[src/rtl/pipo_ctrl_pkg.sv]
// Shared types and constants for the PIPO load arbiter.
package pipo_ctrl_pkg;

  localparam int CNT_W = 4;

  typedef enum logic {
    IDLE = 1'b0,
    HOLD = 1'b1
  } state_t;

  // Index width for n requesters, never narrower than one bit.
  function automatic int owner_w(input int n);
    return (n > 1) ? $clog2(n) : 1;
  endfunction

endpackage

[src/rtl/pipo_load_arbiter_rr_pick.sv]
// Combinational round-robin picker: first asserted request at or above ptr, wrapping.
module rr_pick #(
  parameter int N_REQ = 4,
  parameter int PTR_W = 2
) (
  input  logic [N_REQ-1:0] req,
  input  logic [PTR_W-1:0] ptr,
  output logic [N_REQ-1:0] onehot,
  output logic [PTR_W-1:0] idx,
  output logic             any
);

  int j;

  always_comb begin
    onehot = '0;
    idx    = '0;
    any    = 1'b0;
    j      = 0;
    for (int k = 0; k < N_REQ; k++) begin
      j = int'(ptr) + k;
      if (j >= N_REQ) j = j - N_REQ;
      if (!any && req[j]) begin
        any       = 1'b1;
        onehot[j] = 1'b1;
        idx       = PTR_W'(j);
      end
    end
  end

endmodule

[src/rtl/pipo_load_arbiter.sv]
// Round-robin loader of one shared holding register with a post-load hold window.
//   state | meaning
//   IDLE  | waiting for an unfrozen request; loads the winner's word
//   HOLD  | hold window after a load; requests ignored until counter expires
module pipo_load_arbiter
  import pipo_ctrl_pkg::*;
#(
  parameter int N_REQ    = 4,
  parameter int WIDTH    = 4,
  parameter int HOLD_CYC = 2,
  localparam int OWNER_W = owner_w(N_REQ)
) (
  input  logic                   clk,
  input  logic                   rst,
  input  logic [N_REQ-1:0]       req,
  input  logic [N_REQ*WIDTH-1:0] data_in,
  input  logic                   freeze,
  output logic [WIDTH-1:0]       q,
  output logic [N_REQ-1:0]       gnt,
  output logic [OWNER_W-1:0]     owner,
  output logic                   valid,
  output logic                   busy
);

  state_t             state, state_n;
  logic [CNT_W-1:0]   cnt, cnt_n;
  logic [OWNER_W-1:0] ptr, ptr_n;
  logic [WIDTH-1:0]   q_n;
  logic [N_REQ-1:0]   gnt_n;
  logic [OWNER_W-1:0] owner_n;
  logic               valid_n, busy_n;

  logic [N_REQ-1:0]   win_onehot;
  logic [OWNER_W-1:0] win_idx;
  logic               win_any;
  logic [WIDTH-1:0]   win_word;

  rr_pick #(
    .N_REQ (N_REQ),
    .PTR_W (OWNER_W)
  ) u_pick (
    .req    (req),
    .ptr    (ptr),
    .onehot (win_onehot),
    .idx    (win_idx),
    .any    (win_any)
  );

  assign win_word = data_in[int'(win_idx)*WIDTH +: WIDTH];

  always_comb begin
    state_n = state;
    cnt_n   = cnt;
    ptr_n   = ptr;
    q_n     = q;
    gnt_n   = '0;
    owner_n = owner;
    valid_n = valid;
    busy_n  = busy;
    case (state)
      IDLE: begin
        if (win_any && !freeze) begin
          q_n     = win_word;
          gnt_n   = win_onehot;
          owner_n = win_idx;
          valid_n = 1'b1;
          ptr_n   = (win_idx == OWNER_W'(N_REQ-1)) ? '0 : win_idx + OWNER_W'(1);
          // With no hold window the block stays in IDLE and can load every cycle.
          if (HOLD_CYC > 0) begin
            state_n = HOLD;
            cnt_n   = CNT_W'(HOLD_CYC);
            busy_n  = 1'b1;
          end
        end
      end
      HOLD: begin
        cnt_n = cnt - CNT_W'(1);
        if (cnt == CNT_W'(1)) begin
          state_n = IDLE;
          busy_n  = 1'b0;
        end
      end
      default: state_n = IDLE;
    endcase
  end

  always_ff @(posedge clk) begin
    if (rst) begin
      state <= IDLE;
      cnt   <= '0;
      ptr   <= '0;
      q     <= '0;
      gnt   <= '0;
      owner <= '0;
      valid <= 1'b0;
      busy  <= 1'b0;
    end else begin
      state <= state_n;
      cnt   <= cnt_n;
      ptr   <= ptr_n;
      q     <= q_n;
      gnt   <= gnt_n;
      owner <= owner_n;
      valid <= valid_n;
      busy  <= busy_n;
    end
  end

endmodule
[config.mk]
export PLATFORM = sky130hd
export DESIGN_NAME = pipo_load_arbiter
export DESIGN_NICKNAME = d
export VERILOG_FILES = /design/src/rtl/pipo_ctrl_pkg.sv /design/src/rtl/pipo_load_arbiter_rr_pick.sv /design/src/rtl/pipo_load_arbiter.sv
export SDC_FILE = /design/constraint.sdc
export NUM_CORES = 1
export LEC_CHECK = 0
export CAP_MARGIN = 5
export CORE_MARGIN = 4
export CORE_UTILIZATION = 40
export DETAILED_ROUTE_END_ITERATION = 16
export HOLD_SLACK_MARGIN = 0.12
export PLACE_DENSITY_LB_ADDON = 0.3
export SYNTH_ARGS = -nofsm -noshare
export SYNTH_HDL_FRONTEND = slang
export SYNTH_SLANG_ARGS = --single-unit
[constraint.sdc]
create_clock -name clk -period 5.56 [get_ports clk]
set_input_delay 1.112 -clock clk [delete_from_list [all_inputs] [get_ports clk]]
set_output_delay 1.112 -clock clk [all_outputs]
set_load 0.02 [all_outputs]
# == Yosys cells after proc, flatten, opt, wreduce, memory -nomap -nowiden ==
# Index checks and enable logic that the tools add are counted.
# W data, S select, Z words.
# totals
mem_count,0
ram_bits,0
latchBits,0
register_bits,19
output_inout_bits,12
input_bits,23
romBits,0
wordCells,99
# classes
bitwise,5
div,0
n_mul,0
addsub,9
n_reduce_logical,15
eq_ne,4
n_mux,45
n_lt_le_gt_ge,12
shift,1
# ops
operator,n
$ge A32 B1 Y1 const B,4
$lt A32 B4 Y1 const B,4
$mux W32,4
$ge A32 B4 Y1 const B,3
$sub A32 B4 Y32 const B,3
$mux W1,20
$mux W4,5
$shiftx A16 B5 Y4,1
$or A4 B4 Y4,3
$mux W2,5
$bmux W1 S2,4
$demux W1 S2,4
$logic_and A1 B1 Y1,8
$pmux W4 S2,1
$add A2 B2 Y3 const B,2
$eq A4 B1 Y1 const B,1
$logic_not A1 Y1,4
$pmux W1 S2,2
$reduce_and A2 Y1,2
$sub A2 B3 Y4 const B,1
$sub A4 B1 Y4 const B,1
$add A2 B1 Y3 const B,1
$ge A2 B3 Y1 const B,1
$reduce_or A3 Y1,1
5 further kinds,6

# == Logic depth before layout (Yosys ltp) ==
# depth
depth_word,18
mapped_depth,13
ltp_nobuf,11

# == By module ==
# Synthesis repeated with hierarchy kept, for this count alone.
# unflattened
hier_cells,131
area_unflattened_um2,1272.5
# modules_own_cells
module,n_inst,seq_area_each_um2,area_per_inst_um2,cells_each
pipo_load_arbiter,1,380.4,812.0,83
rr_pick,1,0.0,460.4,48

# == Least setup slack after synthesis ==
# OpenSTA, ideal clock, no wires.
# synth_timing
kind,input-to-reg
startpoint,in req[0]
endpoint,reg ptr[0]
slack_ns,2.611
n_path_buf,2
cell_stages,9
arrival_ns,2.884
setup_time_ns,0.065
t_required_ns,5.495
path_cell_list,buf_4 mux4_1 o21ba_2 o22ai_2 buf_8 ha_1 nor3_1 a21oi_1 nor2_1
# synth_via
elab_chain_len,15
word_cells_on_any_way,31
classes_between,add/sub: 1; eq/ne: 1; mux: 21; reduce/logical: 8
# synth_rtl
element,line_no,rtl
start: declaration,pipo_load_arbiter.sv:15,"input logic [N_REQ-1:0] req,"
$bmux W1 S2,pipo_load_arbiter_rr_pick.sv:23,if (!any && req[j]) begin
$mux W1 (not written as such) (2 in a row),pipo_load_arbiter_rr_pick.sv:23,
$mux W1,pipo_load_arbiter_rr_pick.sv:23,
$logic_not A1 Y1,pipo_load_arbiter_rr_pick.sv:23,
$logic_and A1 B1 Y1,pipo_load_arbiter_rr_pick.sv:23,
$mux W1,pipo_load_arbiter_rr_pick.sv:23,
$logic_not A1 Y1,pipo_load_arbiter_rr_pick.sv:23,
$logic_and A1 B1 Y1,pipo_load_arbiter_rr_pick.sv:23,
$mux W1,pipo_load_arbiter_rr_pick.sv:23,
$logic_not A1 Y1,pipo_load_arbiter_rr_pick.sv:23,
$logic_and A1 B1 Y1,pipo_load_arbiter_rr_pick.sv:23,
$mux W2 (*),pipo_load_arbiter_rr_pick.sv:23,
net u_pick.idx[0],pipo_load_arbiter_rr_pick.sv:9,"output logic [PTR_W-1:0] idx,"
$add A2 B1 Y2 or $eq A2 B2 Y1 (tied branches),pipo_load_arbiter.sv:67,ptr_n = (win_idx == OWNER_W'(N_REQ-1)) ? '0 : win_idx + OWNER_W'(1);
$mux W2 (*),pipo_load_arbiter.sv:67,
end signal: assignment,pipo_load_arbiter.sv:100,ptr <= ptr_n;
end: declaration,pipo_load_arbiter.sv:27,"logic [OWNER_W-1:0] ptr, ptr_n;"
# Mark *: on every way through the listed nets, which the timed path passes. The rest lies on a longest branch. The select of a mux whose other input is x is not followed.
# A chain may end at the register's enable or synchronous reset.

# == Worst setup path after layout ==
# layout_timing
startpoint,reg ptr[0]
endpoint,reg ptr[0]
# layout_via
elab_chain_len,17
word_cells_on_any_way,46
classes_between,add/sub: 8; order compare: 4; eq/ne: 1; mux: 25; reduce/logical: 8
# layout_rtl
element
"parallel branches: the longest is 17 deep, another holds $sub A32 B4 Y32"
# Parallel ways; which one is timed is not known. The select of a mux whose other input is x is not followed.

==> flow_summary.yaml <==
cells_and_area:
  final_cell_area_um2: 1720
  nets: 210
  multi_input_area_um2: 893
  diodes: 0
  area_growth_pct: 23.7
  regArea_um2: 380
  drive_gt1_share_pct: 10.3
  fillerInstances: 337
clock_tree:
  clk_pin_slew_ps: 120
  numCtsBuffers: 3
  cts_sinks: 19
  htreeDepth: 1
  cts_root_buffer: "clkbuf_4"
  clock_latency_ps: 300
  cts_resized: 0
  hold_buffers: 0
  cts_tree: "done"
  cts_setup_buffers: 0
  cts_buffer_depth: 2
worst_setup_path:
  critPathCapture: "ptr[0]"
  end_kind: "flop"
  worst_path_max_delay_cell: "dfxtp_1"
  startpoint_type: "flop"
  crit_family: "compound AO/OA/AOI/OAI gates"
  cpPeakStageDelay_ps: 720
  path_class: "flop to flop"
  cp_common_cell: "ha_1"
  startpoint: "ptr[0]"
  critPathArrivalTime_ps: 3800
  timing.rr.end: "ptr[0]"
  rr_startpoint: "ptr[0]"
  path_max_fanout: 16
  cp.depth: 9
  worst_ep_required_time_ps: 5730
  critPathBufInv: 1
  cp_cell_sequence: "inv_1, ha_1, mux4_2, o21ba_2, o22ai_2, ha_1, nor3_1, a21oi_1, nor2_1"
  rrSetupSlack_ps: 1930
  r2r_cells: 9
yosys:
  synth.net_count: 182
  seq_area_frac_synth_pct: 27.3
  synth_top_cell_by_area: "dfxtp_1"
  syn-mean-instance-area_um2: 9.42
  syn_area_um2: 1390
  ys_ff_latch: 19
  syn_inst: 148
  synthFlopType: "dfxtp_1"
  synth_area_leaders: "dfxtp_1 (27%), ha_1 (9.9%), mux2i_1 (7.9%), nor2_1 (4.8%), nand3b_1 (3.8%)"
  yosysTopAreaCellShare_pct: 27.3
  ys_types: 37
  synth_edf_count: 0
  synthArstFlopShare_pct: 0
  yosysWarnings: 0
pwr:
  leakage_nw: 0.628
  finalPower_w: 0.000528
  vdd_drop_max_uv: 151
  powerDensity_nw_per_um2: 307
die:
  initial_core_util_pct: 41.4
  core_area_um2: 3360
  die_h_um: 67.0
  die_w_um: 67.0
  design.die.area_um2: 4490
  pin_count: 35
  fp-row-count: 21
timing:
  fmax_ghz: 0.275
  finalSetupViolCount: 0
  fin_setup_tns_ps: 0
  relSlewSlack_pct: 55.8
  hold_slack_ps: 456
  drv_slew: 0
  tightestPinTransition_ps: 663
  fin_skew_ps: 11.8
  rsz0062_at_grt: "false"
  hold_violations: 0
  fin_crit_sh_pct: 65.3
  finalCriticalPeriod_ps: 3630
detailed_routing:
  drc: 0
  finalWirelength_um: 3030
  route.met3.wl_um: 95
  route.top_layer_used: "met4"
  drt-met1-wl_um: 1340
  ant_nets: 0
  via_per_inst: 5.27
  routedWlPerCell_um: 13.7
  num_vias: 1165
  met2_length_um: 1580
  drt_iter0_drc: 43
  dr.pass1.iters: 4
grt:
  grt.total_usage_pct: 14.5
  grt_pass1_wl_um: 5070
  grt_start_max_net_pins: 17
  grt_pass1_vias: 1133
  antenna_found_initial: 0
  overflow: 0
place:
  port_buffers: 34
  dpl-instance-area_um2: 1690
  gp_congestion: 0.859
  dp_hpwl_um: 2370
outcome:
  status: "complete, no violations"
run:
  cap_viol_max_count: 0
worst_hold_path:
  hold_class: "flop to flop"
  hold_depth: 2
[cells by family after synthesis]
family | Yosys count | share of synthesized area (%)
and+or+nand+nor | 52 | 19.7
AOI/OAI and AO/OA | 33 | 19.9
DFF | 19 | 27.3
buffers and inverters | 17 | 8.62
muxes | 16 | 14.6
adders and majority gates | 11 | 9.87
[metrics by stage]
step                cells  util, %  worst slack (ps)
floorplan             148        -              2610
global placement      217     50.4              1890
CTS                   221     51.3              1910
detailed placement    217     50.4              1740
global route          221     51.3              1680
finish                221     51.3              1930
[routing by layer]
metal	up-vias	track usage (%)
met1	556	18.1
met3	2	3.88
met5	-	0
met2	17	24.4
met4	0	3.54
li1	590	-
[sequential cells by signal, summed over array words and instances (netlist names)]
signal  flops
owner       2
ptr         2
gnt         4
cnt         4
state       1
busy        1
valid       1
q           4
[final cells by class]
type / instances / area share [%]
sequential: 19 / 22.1
multi-input combinational: 112 / 51.8
clock inverter: 1 / 0.435
timing repair buffer: 34 / 19.7
tap: 46 / 3.34
clock buffer: 3 / 1.31
inverter: 6 / 1.31
[worst register-to-register path: stages, from the launching register on]
cell	delay, ps
dfxtp_1	720
inv_1	280
ha_1	520
mux4_2	670
o21ba_2	260
o22ai_2	540
ha_1	270
nor3_1	50
a21oi_1	150
nor2_1	50
[cell usage after synthesis, types with 2 or more instances]
| library cell | number |
|---|---|
| dfxtp_1 | 19 |
| nor2_1 | 18 |
| nand2_1 | 12 |
| ha_1 | 11 |
| mux2i_1 | 11 |
| a21oi_1 | 9 |
| nand3b_1 | 7 |
| inv_1 | 6 |
| a221oi_1 | 5 |
| a22oi_1 | 4 |
| o221ai_1 | 4 |
| nand2b_1 | 3 |
| o21a_1 | 3 |
| and2b_2 | 2 |
| buf_2 | 2 |
| buf_4 | 2 |
| buf_6 | 2 |
| clkbuf_1 | 2 |
| clkbuf_8 | 2 |
| mux2_2 | 2 |
| mux4_2 | 2 |
| nor2b_1 | 2 |
| nor3_1 | 2 |
| o22ai_2 | 2 |
| or2b_2 | 2 |
[cell usage in the layout, fill, tap and decap left out]
cell	Yosys	final
nand4b_1	1	1
nor3_1	2	2
clkdlybuf4s50_1	0	34
dfxtp_1	19	19
inv_1	6	6
nand3_1	1	1
o221ai_1	4	4
nand2b_1	3	3
clkbuf_4	0	3
a22oi_1	4	4
a21oi_1	9	9
o21ba_2	1	1
or2b_2	2	2
o21ai_0	1	1
nor2b_1	2	2
a2111oi_4	1	1
mux2i_1	11	11
a32o_1	1	1
clkinvlp_4	0	1
a221oi_1	5	5
o22ai_2	2	2
nand2_1	12	12
or2_4	1	1
and2b_2	2	2
o221ai_2	1	1
mux2_2	2	2
mux4_1	1	1
nor2_1	18	18
mux4_2	2	2
nor4bb_1	1	1
nand3b_1	7	7
ha_1	11	11
a32oi_1	1	1
o21a_1	3	3
[where the power goes]
| group | internal [W] | switching [W] | total, W |
|---|---|---|---|
| clock | 0.0000274 | 0.0000440 | 0.0000714 |
| combinational | 0.000137 | 0.000140 | 0.000277 |
| sequential | 0.000156 | 0.0000244 | 0.000180 |
[worst min path at each step]
stage / from / end / slack, ps
final: valid / valid / 460
after global routing: valid / valid / 490
after CTS: owner[0] / owner[0] / 470
after detailed placement: owner[0] / owner[0] / 450
after global placement: valid / valid / 440
after floorplan: cnt[2] / cnt[2] / 470
(Power assumes the default switching activity.)
